--- src/rtl/mmio_pkg.sv ---
// Shared definitions for the memory-mapped UART transmitter: register map,
// STATUS bit layout, transmitter FSM encoding and the default window base.
package mmio_pkg;

  localparam logic [31:0] DEFAULT_BASE_ADDR = 32'hFFFF_0000;

  localparam logic [2:0] OFF_TXDATA = 3'd0;
  localparam logic [2:0] OFF_STATUS = 3'd4;

  localparam int unsigned STAT_FULL  = 0;
  localparam int unsigned STAT_EMPTY = 1;
  localparam int unsigned STAT_BUSY  = 2;
  localparam int unsigned STAT_OVF   = 3;

  typedef enum logic [1:0] {
    StIdle  = 2'd0,
    StStart = 2'd1,
    StData  = 2'd2,
    StStop  = 2'd3
  } tx_state_e;

endpackage

--- src/rtl/sync_fifo.sv ---
// Single-clock FIFO. A push while full is accepted only when a pop frees the
// head slot in the same cycle; a pop while empty is ignored.
module sync_fifo #(
  parameter int unsigned WIDTH = 8,
  parameter int unsigned DEPTH = 8
) (
  input  logic             clk,
  input  logic             reset,
  input  logic             push,
  input  logic             pop,
  input  logic [WIDTH-1:0] din,
  output logic [WIDTH-1:0] dout,
  output logic             full,
  output logic             empty
);

  localparam int unsigned AW = $clog2(DEPTH);

  logic [WIDTH-1:0] mem [DEPTH];
  logic [AW-1:0]    rptr, wptr;
  logic [AW:0]      count;
  logic             do_push, do_pop;

  assign full    = (count == (AW+1)'(DEPTH));
  assign empty   = (count == '0);
  assign do_pop  = pop & ~empty;
  assign do_push = push & (~full | do_pop);
  assign dout    = mem[rptr];

  always_ff @(posedge clk) begin
    if (do_push) mem[wptr] <= din;
  end

  always_ff @(posedge clk or posedge reset) begin
    if (reset) begin
      rptr  <= '0;
      wptr  <= '0;
      count <= '0;
    end else begin
      if (do_push) wptr <= wptr + 1'b1;
      if (do_pop)  rptr <= rptr + 1'b1;
      case ({do_push, do_pop})
        2'b10:   count <= count + 1'b1;
        2'b01:   count <= count - 1'b1;
        default: count <= count;
      endcase
    end
  end

endmodule

--- src/rtl/mmio_uart_tx.sv ---
// UART 8N1 transmitter on the core data port: TXDATA pushes into a FIFO,
// STATUS is read combinationally, the FSM serialises queued bytes onto txd.
module mmio_uart_tx
  import mmio_pkg::*;
#(
  parameter logic [31:0] BASE_ADDR    = DEFAULT_BASE_ADDR,
  parameter int unsigned CLKS_PER_BIT = 16,
  parameter int unsigned FIFO_DEPTH   = 8
) (
  input  logic        clk,
  input  logic        reset,
  input  logic        memwrite,
  input  logic [31:0] addr,
  input  logic [31:0] writedata,
  output logic [31:0] readdata,
  output logic        sel,
  output logic        txd
);

  localparam int unsigned CW = $clog2(CLKS_PER_BIT);
  localparam logic [CW-1:0] CNT_MAX = CW'(CLKS_PER_BIT - 1);

  tx_state_e   state;
  logic [CW-1:0] cnt;
  logic [2:0]  bitidx;
  logic [7:0]  shift;
  logic        ovf;
  logic        push, pop, full, empty, ovf_set, ovf_clr, is_status;
  logic [7:0]  fifo_dout;
  logic [31:0] status;
  logic        unused_addr;

  assign unused_addr = ^addr[1:0];

  assign sel       = (addr[31:3] == BASE_ADDR[31:3]);
  assign is_status = (addr[2] == OFF_STATUS[2]);
  assign push      = memwrite & sel & ~is_status;
  assign ovf_clr   = memwrite & sel & is_status & writedata[STAT_OVF];
  assign pop       = (state == StIdle) & ~empty;
  assign ovf_set   = push & full & ~pop;

  sync_fifo #(
    .WIDTH (8),
    .DEPTH (FIFO_DEPTH)
  ) u_fifo (
    .clk   (clk),
    .reset (reset),
    .push  (push),
    .pop   (pop),
    .din   (writedata[7:0]),
    .dout  (fifo_dout),
    .full  (full),
    .empty (empty)
  );

  always_comb begin
    status             = '0;
    status[STAT_FULL]  = full;
    status[STAT_EMPTY] = empty;
    status[STAT_BUSY]  = (state != StIdle);
    status[STAT_OVF]   = ovf;
  end

  // TXDATA reads as zero; only STATUS returns live state.
  assign readdata = (sel && is_status) ? status : 32'h0;

  always_ff @(posedge clk or posedge reset) begin
    if (reset) begin
      state  <= StIdle;
      txd    <= 1'b1;
      cnt    <= '0;
      bitidx <= '0;
      shift  <= '0;
      ovf    <= 1'b0;
    end else begin
      if (ovf_set)      ovf <= 1'b1;
      else if (ovf_clr) ovf <= 1'b0;

      case (state)
        StIdle: begin
          if (!empty) begin
            shift <= fifo_dout;
            cnt   <= '0;
            txd   <= 1'b0;
            state <= StStart;
          end
        end
        StStart: begin
          if (cnt == CNT_MAX) begin
            cnt    <= '0;
            bitidx <= '0;
            txd    <= shift[0];
            state  <= StData;
          end else begin
            cnt <= cnt + 1'b1;
          end
        end
        StData: begin
          if (cnt == CNT_MAX) begin
            cnt <= '0;
            if (bitidx == 3'd7) begin
              txd   <= 1'b1;
              state <= StStop;
            end else begin
              // txd is registered, so present the next LSB alongside the shift
              shift  <= shift >> 1;
              txd    <= shift[1];
              bitidx <= bitidx + 1'b1;
            end
          end else begin
            cnt <= cnt + 1'b1;
          end
        end
        StStop: begin
          if (cnt == CNT_MAX) begin
            cnt   <= '0;
            state <= StIdle;
          end else begin
            cnt <= cnt + 1'b1;
          end
        end
        default: state <= StIdle;
      endcase
    end
  end

endmodule

--- config.mk ---
export PLATFORM = sky130hd
export DESIGN_NAME = mmio_uart_tx
export DESIGN_NICKNAME = d
export VERILOG_FILES = /design/src/rtl/mmio_pkg.sv /design/src/rtl/sync_fifo.sv /design/src/rtl/mmio_uart_tx.sv
export SDC_FILE = /design/constraint.sdc
export NUM_CORES = 1
export LEC_CHECK = 0
export ABC_CLOCK_PERIOD_IN_PS = 6700
export BUFFER_PORTS_ARGS = -buffer_cell sky130_fd_sc_hd__buf_4
export CAP_MARGIN = 20
export CORE_ASPECT_RATIO = 0.6
export CORE_UTILIZATION = 30
export CTS_CLUSTER_DIAMETER = 200
export CTS_CLUSTER_SIZE = 16
export DETAILED_ROUTE_END_ITERATION = 7
export HOLD_SLACK_MARGIN = 0.12
export PLACE_DENSITY = 0.49
export SLEW_MARGIN = 15
export SYNTH_ARGS = -nofsm -noshare
export SYNTH_HDL_FRONTEND = slang
export SYNTH_SLANG_ARGS = --single-unit
--- constraint.sdc ---
create_clock -name clk -period 6.7 [get_ports clk]
set_input_delay 1.005 -clock clk [delete_from_list [all_inputs] [get_ports clk]]
set_output_delay 1.005 -clock clk [all_outputs]
set_load 0.01 [all_outputs]
Word level (Yosys, flattened, before mapping)
Memories as Yosys holds them, arrays and structs flattened. Index checks and enable logic that the tools add are counted. Widths: inputs -> output; s select.

RAM bits: 64. Memories kept: 1. Flip-flop bits (word level): 29.

$add $sub $neg: 6. Reductions and logical operators: 14. Eq/ne operators: 15. Muxes and demuxes: 28. Bitwise gates (word level): 14.

Memories: u_fifo.mem (words 8, bits a word 8, rd ports 1, clocked after Yosys merged registers in 0, wr ports 1, RTL line sync_fifo.sv:19) `logic [WIDTH-1:0] mem [DEPTH];`.

Operators with widths (number): $eq 29x29->1 const B (1); $mux 8 (3); $pmux 4 s2 (2); $pmux 8 s2 (1); $mux 4 (3); $ne 2x2->1 const B (6); $reduce_and 4->1 (3); $mux 2 (5); $reduce_bool 2->1 (5); $add 3x1->3 const B (3); $and 1x1->1 (9); $mux 3 (3); $add 4x1->4 const B (2); $eq 4x4->1 const B (2); $mux 1 (8); $pmux 2 s4 (1); $eq 2x2->1 const B (3); $pmux 3 s2 (1); $reduce_and 5->1 (1); $eq 2x1->1 const B (2); $logic_not 4->1 (1); $not 1->1 (4); $sub 4x1->4 const B (1); $eq 3x3->1 const B (1); other kinds (6) (6).

Depth between registers and ports, before layout
Gate-level depths: netlist of the first run.

Word-level depth: 8. Mapped depth: 13.

Modules after synthesis
From an unflattened synthesis of the first run, not the netlist that was laid out.

Cell total of the unflattened synthesis: 320. Area total of the unflattened synthesis: 4568.1 um^2.

By module, submodules not included: sync_fifo (cells an instance 163, instances 1, sequential area each 2172.1 um^2, area an instance 3116.7 um^2); mmio_uart_tx (cells an instance 157, instances 1, sequential area each 476.7 um^2, area an instance 1451.4 um^2).

Worst setup path after synthesis of the first run
OpenSTA, ideal clock, no wires.

Path type: input to register. Start point: input port addr[7]. End point: memory u_fifo.mem[1][0], enable pin. Library setup time: 398 ps. Buffers on the path: 1. Arrival: 2771 ps. Slack: 3531 ps. Stages: 5. Required time: 6302 ps. Cell sequence: nor4b_1 and4_1 nand4_1 buf_4 nor4b_1.

Word-level cells in the longest chain between the ends: 6.

Ends and longest elaborated chain: start, declared (RTL line mmio_uart_tx.sv:13) `input logic [31:0] addr,`; $eq 29x29->1 (RTL line mmio_uart_tx.sv:35) `assign sel = (addr[31:3] == BASE_ADDR[31:3]);`; $and 1x1->1 (2 in series) (RTL line mmio_uart_tx.sv:37) `assign push = memwrite & sel & ~is_status;`; $and 1x1->1 (RTL line sync_fifo.sv:27) `assign do_push = push & (~full | do_pop);`; $mux 1 (RTL line sync_fifo.sv:31) `if (do_push) mem[wptr] <= din;`; $mux 1 (not written as such) (RTL line sync_fifo.sv:31); end, declared (RTL line sync_fifo.sv:19).

Every way passes these cells.

Final worst setup path of the first run
Start point: input port addr[23]. End point: register u_fifo.count[2].

Word-level cells in the longest chain between the ends: 6. Elaborated cells on any way between the ends: 8.

Ends and longest elaborated chain: $eq 29x29->1 (*) (RTL line mmio_uart_tx.sv:35); $and 1x1->1 (*) (2 in series) (RTL line mmio_uart_tx.sv:37); $and 1x1->1 (*) (RTL line sync_fifo.sv:27); $eq 2x1->1 or $eq 2x2->1 (tied branches) (RTL line sync_fifo.sv:42) `case ({do_push, do_pop})`; $pmux 4 s2 or $reduce_bool 2->1 (tied branches); end signal, assigned (RTL line sync_fifo.sv:43) `2'b10: count <= count + 1'b1;`; end signal, assigned (RTL line sync_fifo.sv:44) `2'b01: count <= count - 1'b1;`; end signal, assigned (RTL line sync_fifo.sv:45) `default: count <= count;`; end, declared (RTL line sync_fifo.sv:21) `logic [AW:0] count;`.

Mark *: on every way between the ends. The rest lies on a longest branch, timed or not. A chain may end at the register's enable or synchronous reset.

==> results.yml, run 1 <==
power:
  p_int_uw: 958
  power_density_mw_per_mm2: 231
  cellLeakagePower_uw: 0.00203
  p_switching_uw: 248
  p_seq_frac: 0.536
  netSwitchingFraction: 0.205
  pwr-share-clk: 0.414
  ir_drop_mv: 0.105
  pwr-share-comb: 0.050
setup_path:
  startpoint: "addr[23]"
  critPathMaxFanout: 12
  cp-start-kind: "input port"
  arrival_ps: 3600
  timing.rr.end: "u_fifo.count[2]"
  r2r_cells: 12
  crit_type: "input port to flip-flop"
  r2r_start: "state[0]"
  cp-end-kind: "flip-flop"
  endpoint: "u_fifo.count[2]"
  r2r_slack_ps: 3510
  worstPathRequired_ps: 6910
placed_design:
  dp_hpwl_um: 5870
  io_buffer_count: 46
  place.gp.congestion: 0.692
  postPlaceCellArea_mm2: 0.00491
  dp.cells: 536
global_route:
  grt_max_degree: 30
  antenna_found_initial: 0
  overflow: 0
  grt_pass1_vias: 2539
  grtUsageTotal: 0.119
  grt_pass1_wl_um: 13500
detailed_routing:
  top_layer_used: "met4"
  route.detailed.drc: 0
  wire_per_inst_um: 15.3
  wirelength_um: 8480
  drt-met1-wl_um: 4510
  drt.antenna.violating_nets: 0
  vias: 2561
  dr_wl_met2_um: 3550
  drt-pass1-iter-count: 4
  routed_via_density: 4.63
  wl_met3_um: 350
  drt-initial-drc-count: 135
clocking:
  clk_pin_slew_ps: 60
  clkLatencyLatePin_ps: 340
  numCtsBuffers: 9
  cts_resized: 0
  cts_max_level: 3
  cts.sinks: 93
  cts_buffer_depth: 2
  root_buffer: "clkbuf_16"
  post-cts-setup-buffers: 0
  cts_tree: "yes"
  cts_hold_buf: 0
sta:
  fmax_mhz: 295
  max-slew-margin-rel: 0.350
  setup_viol: 0
  setup-tns-final_ps: 0
  timing.final.crit_share: 0.506
  finalHoldViolations: 0
  layout_min_cycle_time_ps: 3390
  rsz0062_at_grt: "false"
  drv_slew: 0
  tightest_slew_ps: 970
  fin_skew_ps: 8.43
yosys:
  synthArstFlopShare: 0.312
  synth_edf_count: 64
  seq_area_frac_synth: 0.595
  synth_seq_cells: 93
  ys_types: 54
  synth_ff_type: "edfxtp_1"
  syn_area_per_cell_um2: 14.8
  netlist_instances: 300
  yosysWarnings: 0
  syn-cell-area_mm2: 0.00445
floorplanning:
  die_w_um: 159
  die_area_mm2: 0.0153
  core_area_mm2: 0.0145
  chipHeight_um: 96.3
  initial_utilization: 0.307
  row_count: 34
  ios: 101
final_layout:
  final_cell_mix: "edfxtp_1 (64), buf_4 (53), conb_1 (28), dfrtp_1 (28), ha_1 (13)"
  instances_no_fill: 553
  fin_util: 0.360
  final_area_mm2: 0.00522
  num_antenna_cells: 0
  final_nets: 430
  layout_commonest_cell: "edfxtp_1"
  area_growth_pct: 17.3
  drive_above_1_share: 0.251
hold_path:
  min_path_type: "flip-flop to flip-flop"
status:
  status: "complete, no violations"
flow_run:
  maxCapViolCount: 0
==> critical path, cell delays in order <==
cell	delay (ps)
buf_4	70
nand4_1	100
nor4_2	460
nand4_1	600
ha_1	500
xor2_1	170
ha_1	190
a21oi_1	140
xor2_1	160
nor2_1	60
xor2_1	140
==> cell type report <==
cell class,instances,area (um2)
timing repair buffer,54,413
tap,198,248
clock buffer,11,233
inverter,9,33.8
fill,1401,9290
multi-input combinational,183,1590
clock inverter,5,60.1
sequential,93,2650
==> metrics by stage <==
stage	hold slack (ps)	total power [uW]	setup slack, ps
2_1_floorplan	456	700	3530
3_3_place_gp	476	718	3000
3_5_place_dp	480	719	2930
4_1_cts	498	1220	3290
5_1_grt	524	1260	3100
6_report	497	1210	3310
==> cells in the mapped netlist (3+ instances only) <==
cell type   n  area, um2
nor4_1      6       37.5
nor3_1      3       15.0
buf_2       3       15.0
nand2_1    12       45.0
xnor2_1     5       43.8
a221o_1     6       60.1
nor4b_1     4       35.0
o21ai_0     9       45.0
clkbuf_1    3       11.3
xor2_1      4       35.0
mux4_1     10        263
nor2_1     11       41.3
inv_1       9       33.8
and2_1      3       18.8
buf_4      29        218
mux2_2      4       45.0
edfxtp_1   64       1920
mux2i_1     9       90.1
dfrtp_1    28        701
nand4_1     5       31.3
and3_1      6       37.5
buf_6       3       33.8
a22o_1      6       52.6
ha_1       13        163
mux4_2      5        113
a21oi_1     6       30.0
==> per-layer routing <==
layer,GRT usage,vias to the layer above
li1,-,1207
met1,0.168,1273
met5,0,-
met4,0.0313,0
met3,0.0336,7
met2,0.180,74
==> state kept, by name (all words and copies together), names as in the netlist, 2 cells and up <==
signal	flops
u_fifo.wptr	3
u_fifo.rptr	3
shift	8
state	2
u_fifo.count	4
bitidx	3
u_fifo.mem	64
cnt	4
==> worst min path at each step <==
stage               slack (ps)  cells after the start       end     start
CTS                        500                      2       txd       txd
global placement           480                      1  shift[7]  shift[7]
detailed placement         480                      1  shift[7]  shift[7]
finish                     500                      2       txd       txd
floorplan                  460                      1  shift[7]  shift[7]
global route               520                      1  shift[7]  shift[7]
==> power by group through the flow <==
| stage | Combinational (uW) | Clock, uW | Sequential [uW] |
|---|---|---|---|
| after floorplan | 45.8 | 0 | 655 |
| after global placement | 59.0 | 0 | 659 |
| after detailed placement | 60.5 | 0 | 659 |
| after CTS | 61.1 | 516 | 647 |
| after global routing | 68.3 | 539 | 649 |
| final | 60.1 | 499 | 647 |
==> cells by family after synthesis <==
family                   share of synthesized area
AND/OR/NAND/NOR                             0.0872
XOR/XNOR                                    0.0177
multiplexers                                 0.117
flip-flops                                   0.595
buffers and inverters                       0.0779
AO/OA/AOI/OAI                               0.0675
other                                     0.000843
adder cells (fa/ha/maj)                     0.0365
No activity file was read; power rests on OpenSTA's default activity.
==> inputs of run 2 (changes only) <==
- ABC_CLOCK_PERIOD_IN_PS: 6700 -> 3400
- clock period: 6.7 -> 3.4 ns (I/O delays scaled with it)
==> run 2 against run 1 <==
- largest power group unchanged
- combinational power rose by 98%
- via count rose by 0.90%
- core utilization up 0.13 points
==> results.yml, run 2 (synthesis gave the netlist of run 1 again) <==
status:
  status: "complete, no violations"
setup_path:
  critPathTopFamily: "adder cells"
  slowest_stage: "dfrtp_1"
  cp-start-kind: "flip-flop"
  cp-end-kind: "flip-flop"
  r2r_cells: 12
  arrival_ps: 2910
  crit_buf_inv: 2
  path_cells: "inv_1 > ha_1 > inv_1 > a21oi_1 > nand4_1 > ha_1 > xor2_1 > ha_1 > a21oi_1 > xor2_1 > nor2_1 > xor2_1"
  crit_type: "flip-flop to flip-flop"
  cp.depth: 12
  worstPathRequired_ps: 3620
  slowest_delay_ps: 420
  critPathMaxFanout: 5
detailed_routing:
  route.detailed.drc: 0
  drt.antenna.violating_nets: 0
  wl_met3_um: 308
  drt-met1-wl_um: 4560
  wire_per_inst_um: 15.3
  routed_via_density: 4.64
  top_layer_used: "met4"
  drt-initial-drc-count: 101
  wirelength_um: 8540
  vias: 2584
  dr_wl_met2_um: 3590
  drt-pass1-iter-count: 4
final_layout:
  largest_reg_flops: 64
  final_cell_mix: "edfxtp_1 (64), buf_4 (58), conb_1 (28), dfrtp_1 (28), ha_1 (13)"
  num_antenna_cells: 0
  top_regs: "u_fifo.mem x64, shift x8"
  layout_commonest_cell: "edfxtp_1"
  area.sequential_mm2: 0.00265
  top_register: "u_fifo.mem"
  final_area_mm2: 0.00524
  nFillCells: 1381
  final_nets: 434
  area_growth_pct: 17.7
  drive_above_1_share: 0.259
  multi_input_area_mm2: 0.00158
sta:
  setup_viol: 0
  finalHoldViolations: 0
  setup-tns-final_ps: 0
  fmax_mhz: 371
  tightest_slew_ps: 809
  fin_skew_ps: 3.48
  layout_min_cycle_time_ps: 2690
  max-slew-margin-rel: 0.461
  drv_slew: 0
  rsz0062_at_grt: "false"
  timing.final.crit_share: 0.792
clocking:
  cts_hold_buf: 0
  clk_pin_slew_ps: 60
  post-cts-setup-buffers: 0
  cts_buffer_depth: 2
  cts.sinks: 93
  numCtsBuffers: 9
  cts_tree: "yes"
  cts_resized: 0
  clkLatencyLatePin_ps: 330
  root_buffer: "clkbuf_16"
  cts_max_level: 3
power:
  cellLeakagePower_uw: 0.00206
  power_density_mw_per_mm2: 456
  total_power_uw: 2390
  ir_drop_mv: 0.262
floorplanning:
  initial_utilization: 0.307
  chipHeight_um: 96.3
  core_area_mm2: 0.0145
  row_count: 34
  die_area_mm2: 0.0153
  ios: 101
  die_w_um: 159
global_route:
  grt_pass1_vias: 2519
  grtUsageTotal: 0.122
  antenna_found_initial: 0
  grt_max_degree: 30
  overflow: 0
  grt_pass1_wl_um: 13800
placed_design:
  io_buffer_count: 46
  postPlaceCellArea_mm2: 0.00494
  place.gp.congestion: 0.719
  dp_hpwl_um: 5890
flow_run:
  maxCapViolCount: 0
hold_path:
  min_path_type: "input port to async pin"
run 2: cell types whose count changed in the layout (fill, tap and decap cells not counted), sizes merged:
cell and change:
buf +4, clkinv +1, clkbuf -2, inv +1
run 2: routing by layer:
metal,vias up,track usage
met5,-,0
met4,0,0.0313
met3,8,0.0336
met2,73,0.182
met1,1290,0.173
li1,1213,-
run 2: layout make-up:
cell class | instances | area share
clock buffers | 9 | 0.0430
multi-input cells | 183 | 0.301
repair buffers | 58 | 0.0831
flip-flops and latches | 93 | 0.505
inverters | 9 | 0.00645
clock inverters | 7 | 0.0141
well taps | 198 | 0.0473
run 2: metrics by stage:
stage	hold WS (ps)	worst slack [ps]	std cells	util
5_1_grt	318	429	557	0.361
3_5_place_dp	483	626	541	0.341
6_report	257	706	557	0.361
4_1_cts	270	675	557	0.361
3_3_place_gp	478	675	541	0.341
2_1_floorplan	456	726	327	-
run 2: where the power goes:
group / switching (uW) / internal, uW / total (uW)
Combinational: 53.9 / 64.9 / 119
Clock: 421 / 573 / 994
Sequential: 25.5 / 1250 / 1280
Total: 500 / 1890 / 2390
run 2: worst min-delay path, stage by stage:
cell and delay [ps]:
buf_4 100, inv_1 40, buf_4 350
run 2: worst paths after layout:
check	startpoint	end	slack (ps)
max in group asynchronous	reset	txd	2830
max	state[1]	u_fifo.count[2]	710
max reg2reg	state[1]	u_fifo.count[2]	710
min in group clk	writedata[5]	u_fifo.mem[4][5]	400
min	reset	cnt[0]	260
min reg2reg	shift[7]	shift[7]	500
==> inputs of run 3 (changes only) <==
- ABC_AREA: not set -> 1
- ABC_CLOCK_PERIOD_IN_PS: 3400 -> 2500
- clock period: 3.4 -> 2.5 ns (I/O delays scaled with it)
==> run 3 against run 2 <==
- fmax is 19% higher
- routed wire length is 18% higher
- critical path depth is 1 lower
- global-route usage is 1.6 points higher
- via count is 27% higher
- total power is 35% higher
- critical endpoint unchanged
- register-to-register slack worse by 470 ps
- highest routed layer unchanged
==> results.yml, run 3 <==
yosys:
  netlist_instances: 471
  synth-compound-area-share: 0.0396
  yosys.area_share.adder: 0.0360
  synthMuxAreaShare: 0
  yosysWarnings: 0
  yosysTopAreaCellShare: 0.425
  synth-simple-area-share: 0.240
  synth_top_family_by_area: "simple AND/OR/NAND/NOR gates"
  synth_top_cell_by_area: "edfxtp_1"
  syn-cell-area_mm2: 0.00452
  synth_most_common_cell: "nand2_1"
  synthTopCellsByArea: "edfxtp_1 (42%), dfrtp_1 (15%), nand2_1 (11%), nand3_1 (6.5%), buf_4 (4.6%)"
  synth_xor_area_frac: 0.0116
  synth_edf_count: 64
  synth_ff_type: "edfxtp_1"
  seq_area_frac_synth: 0.586
  synth_seq_cells: 93
  ys_types: 32
  synthArstFlopShare: 0.312
  syn_area_per_cell_um2: 9.60
  netlist_top_cells_count: "nand2_1 (135), edfxtp_1 (64), nand3_1 (59), nor2_1 (36), inv_1 (32)"
sta:
  finalHoldViolations: 0
  fmax_mhz: 441
  layout_min_cycle_time_ps: 2270
  fin_skew_ps: 5.93
  setup-tns-final_ps: 0
  rsz0062_at_grt: "false"
  timing.final.crit_share: 0.906
  setup_viol: 0
  drv_slew: 0
  tightest_slew_ps: 533
  max-slew-margin-rel: 0.644
setup_path:
  arrival_ps: 2480
  timing.rr.end: "u_fifo.count[2]"
  critPathMaxFanout: 4
  cp-start-kind: "flip-flop"
  r2r_slack_ps: 230
  r2r_cells: 11
  cp-end-kind: "flip-flop"
  startpoint: "state[0]"
  r2r_start: "state[0]"
  endpoint: "u_fifo.count[2]"
  worstPathRequired_ps: 2720
  crit_type: "flip-flop to flip-flop"
placed_design:
  dp_hpwl_um: 7100
  place.gp.congestion: 0.771
  io_buffer_count: 46
hold_path:
  min_path_type: "input port to async pin"
global_route:
  antenna_found_initial: 0
  grtUsageTotal: 0.138
  grt_pass1_vias: 3092
  grt_pass1_wl_um: 16400
  overflow: 0
  grt_max_degree: 34
final_layout:
  top_regs: "u_fifo.mem x64, shift x8"
  largest_reg_flops: 64
  area_growth_pct: 19.9
  num_antenna_cells: 0
  fin_util: 0.372
  final_cell_mix: "nand2_1 (135), buf_4 (64), edfxtp_1 (64)"
  final_nets: 613
  layout_commonest_cell: "nand2_1"
  top_register: "u_fifo.mem"
  drive_above_1_share: 0.169
clocking:
  cts_max_level: 3
  clk_pin_slew_ps: 70
  root_buffer: "clkbuf_16"
  cts_buffer_depth: 2
  numCtsBuffers: 9
  post-cts-setup-buffers: 0
  cts.sinks: 93
  clkLatencyLatePin_ps: 340
  cts_tree: "yes"
floorplanning:
  chipHeight_um: 97.1
  die_area_mm2: 0.0156
  ios: 101
  die_w_um: 161
  initial_utilization: 0.310
  core_area_mm2: 0.0146
  row_count: 34
status:
  status: "complete, no violations"
power:
  ir_drop_mv: 0.343
  cellLeakagePower_uw: 0.00234
  power_density_mw_per_mm2: 596
flow_run:
  maxCapViolCount: 0
detailed_routing:
  routed_via_density: 4.46
  wire_per_inst_um: 13.7
  drt-initial-drc-count: 137
  route.detailed.drc: 0
  wirelength_um: 10100
  vias: 3285
  drt-pass1-iter-count: 4
  drt.antenna.violating_nets: 0
## run 3: changes by cell type after synthesis, moves of 5 or more
| cell | delta |
|---|---|
| mux4_1 | -10 |
| a221o_1 | -6 |
| nand4_1 | +8 |
| nand3_1 | +57 |
| nor2_1 | +25 |
| a22o_1 | -6 |
| and3_1 | -6 |
| mux2i_1 | -9 |
| mux4_2 | -5 |
| inv_1 | +23 |
| nor4_1 | -6 |
| nand2_1 | +123 |
| clkbuf_1 | +5 |
## run 3: worst min-delay path by stage
stage / from / slack (ps) / cells past startpoint / endpoint
after CTS: reset / 130 / 3 / ovf
after floorplan: ovf / 440 / 2 / ovf
final: reset / 120 / 3 / u_fifo.wptr[0]
after detailed placement: txd / 470 / 2 / txd
after global placement: ovf / 460 / 2 / ovf
after global routing: reset / 140 / 3 / ovf
## run 3: area by class of cell
cell class	instances	area, um2
multi-input cells	330	1620
fillers	1442	9170
clock inverters	6	71.3
repair buffers	64	480
flip-flops and latches	93	2650
clock buffers	10	229
well taps	198	248
inverters	35	131
## run 3: routing by layer
metal / GRT usage / routed length [um] / vias up
met5: 0 / 0 / -
met1: 0.203 / 5060 / 1540
li1: - / - / 1646
met4: 0.0278 / 42 / 0
met3: 0.0341 / 544 / 3
met2: 0.204 / 4440 / 96
## run 3: kinds of logic (layout without fill, tap and decap cells)
logic type      count (synthesis)  after routing
simple gates                  251            251
flops                          93             93
buf+inv                        75            115
compound gates                 32             32
fa+ha+maj                      13             13
xor+xnor                        6              6
other cells                     1             28
## run 3: what timing repair did
action / in CTS / in global routing
hold buffers: 0 / 0
resized for setup: 0 / 5
endpoints found under the setup margin: 0 / 3
## run 3: metrics by stage
stage / instance area (um2) / setup WS [ps] / hold slack (ps) / std cells / total power (uW)
finish: 5430 / 234 / 120 / 736 / 3240
detailed placement: 5090 / 84.2 / 470 / 720 / 1900
CTS: 5400 / 83.1 / 127 / 736 / 3260
global route: 5430 / 41.3 / 141 / 736 / 3360
floorplan: 4620 / 310 / 442 / 498 / 1850
global placement: 5090 / 216 / 461 / 720 / 1890
## run 3: power breakdown
group	internal [uW]	switching (uW)
registers	1690	22.2
logic	71.2	85.4
clock network	784	584
total	2540	692
## run 3: worst max-delay path: stages, from the launching register on
cell and delay (ps):
dfrtp_1 400, inv_1 170, ha_4 190, inv_1 70, nand4_1 150, nand4_1 160, ha_2 260, xor2_2 170
ha_1 180, a21oi_1 150, xor2_1 150, o21ai_0 90
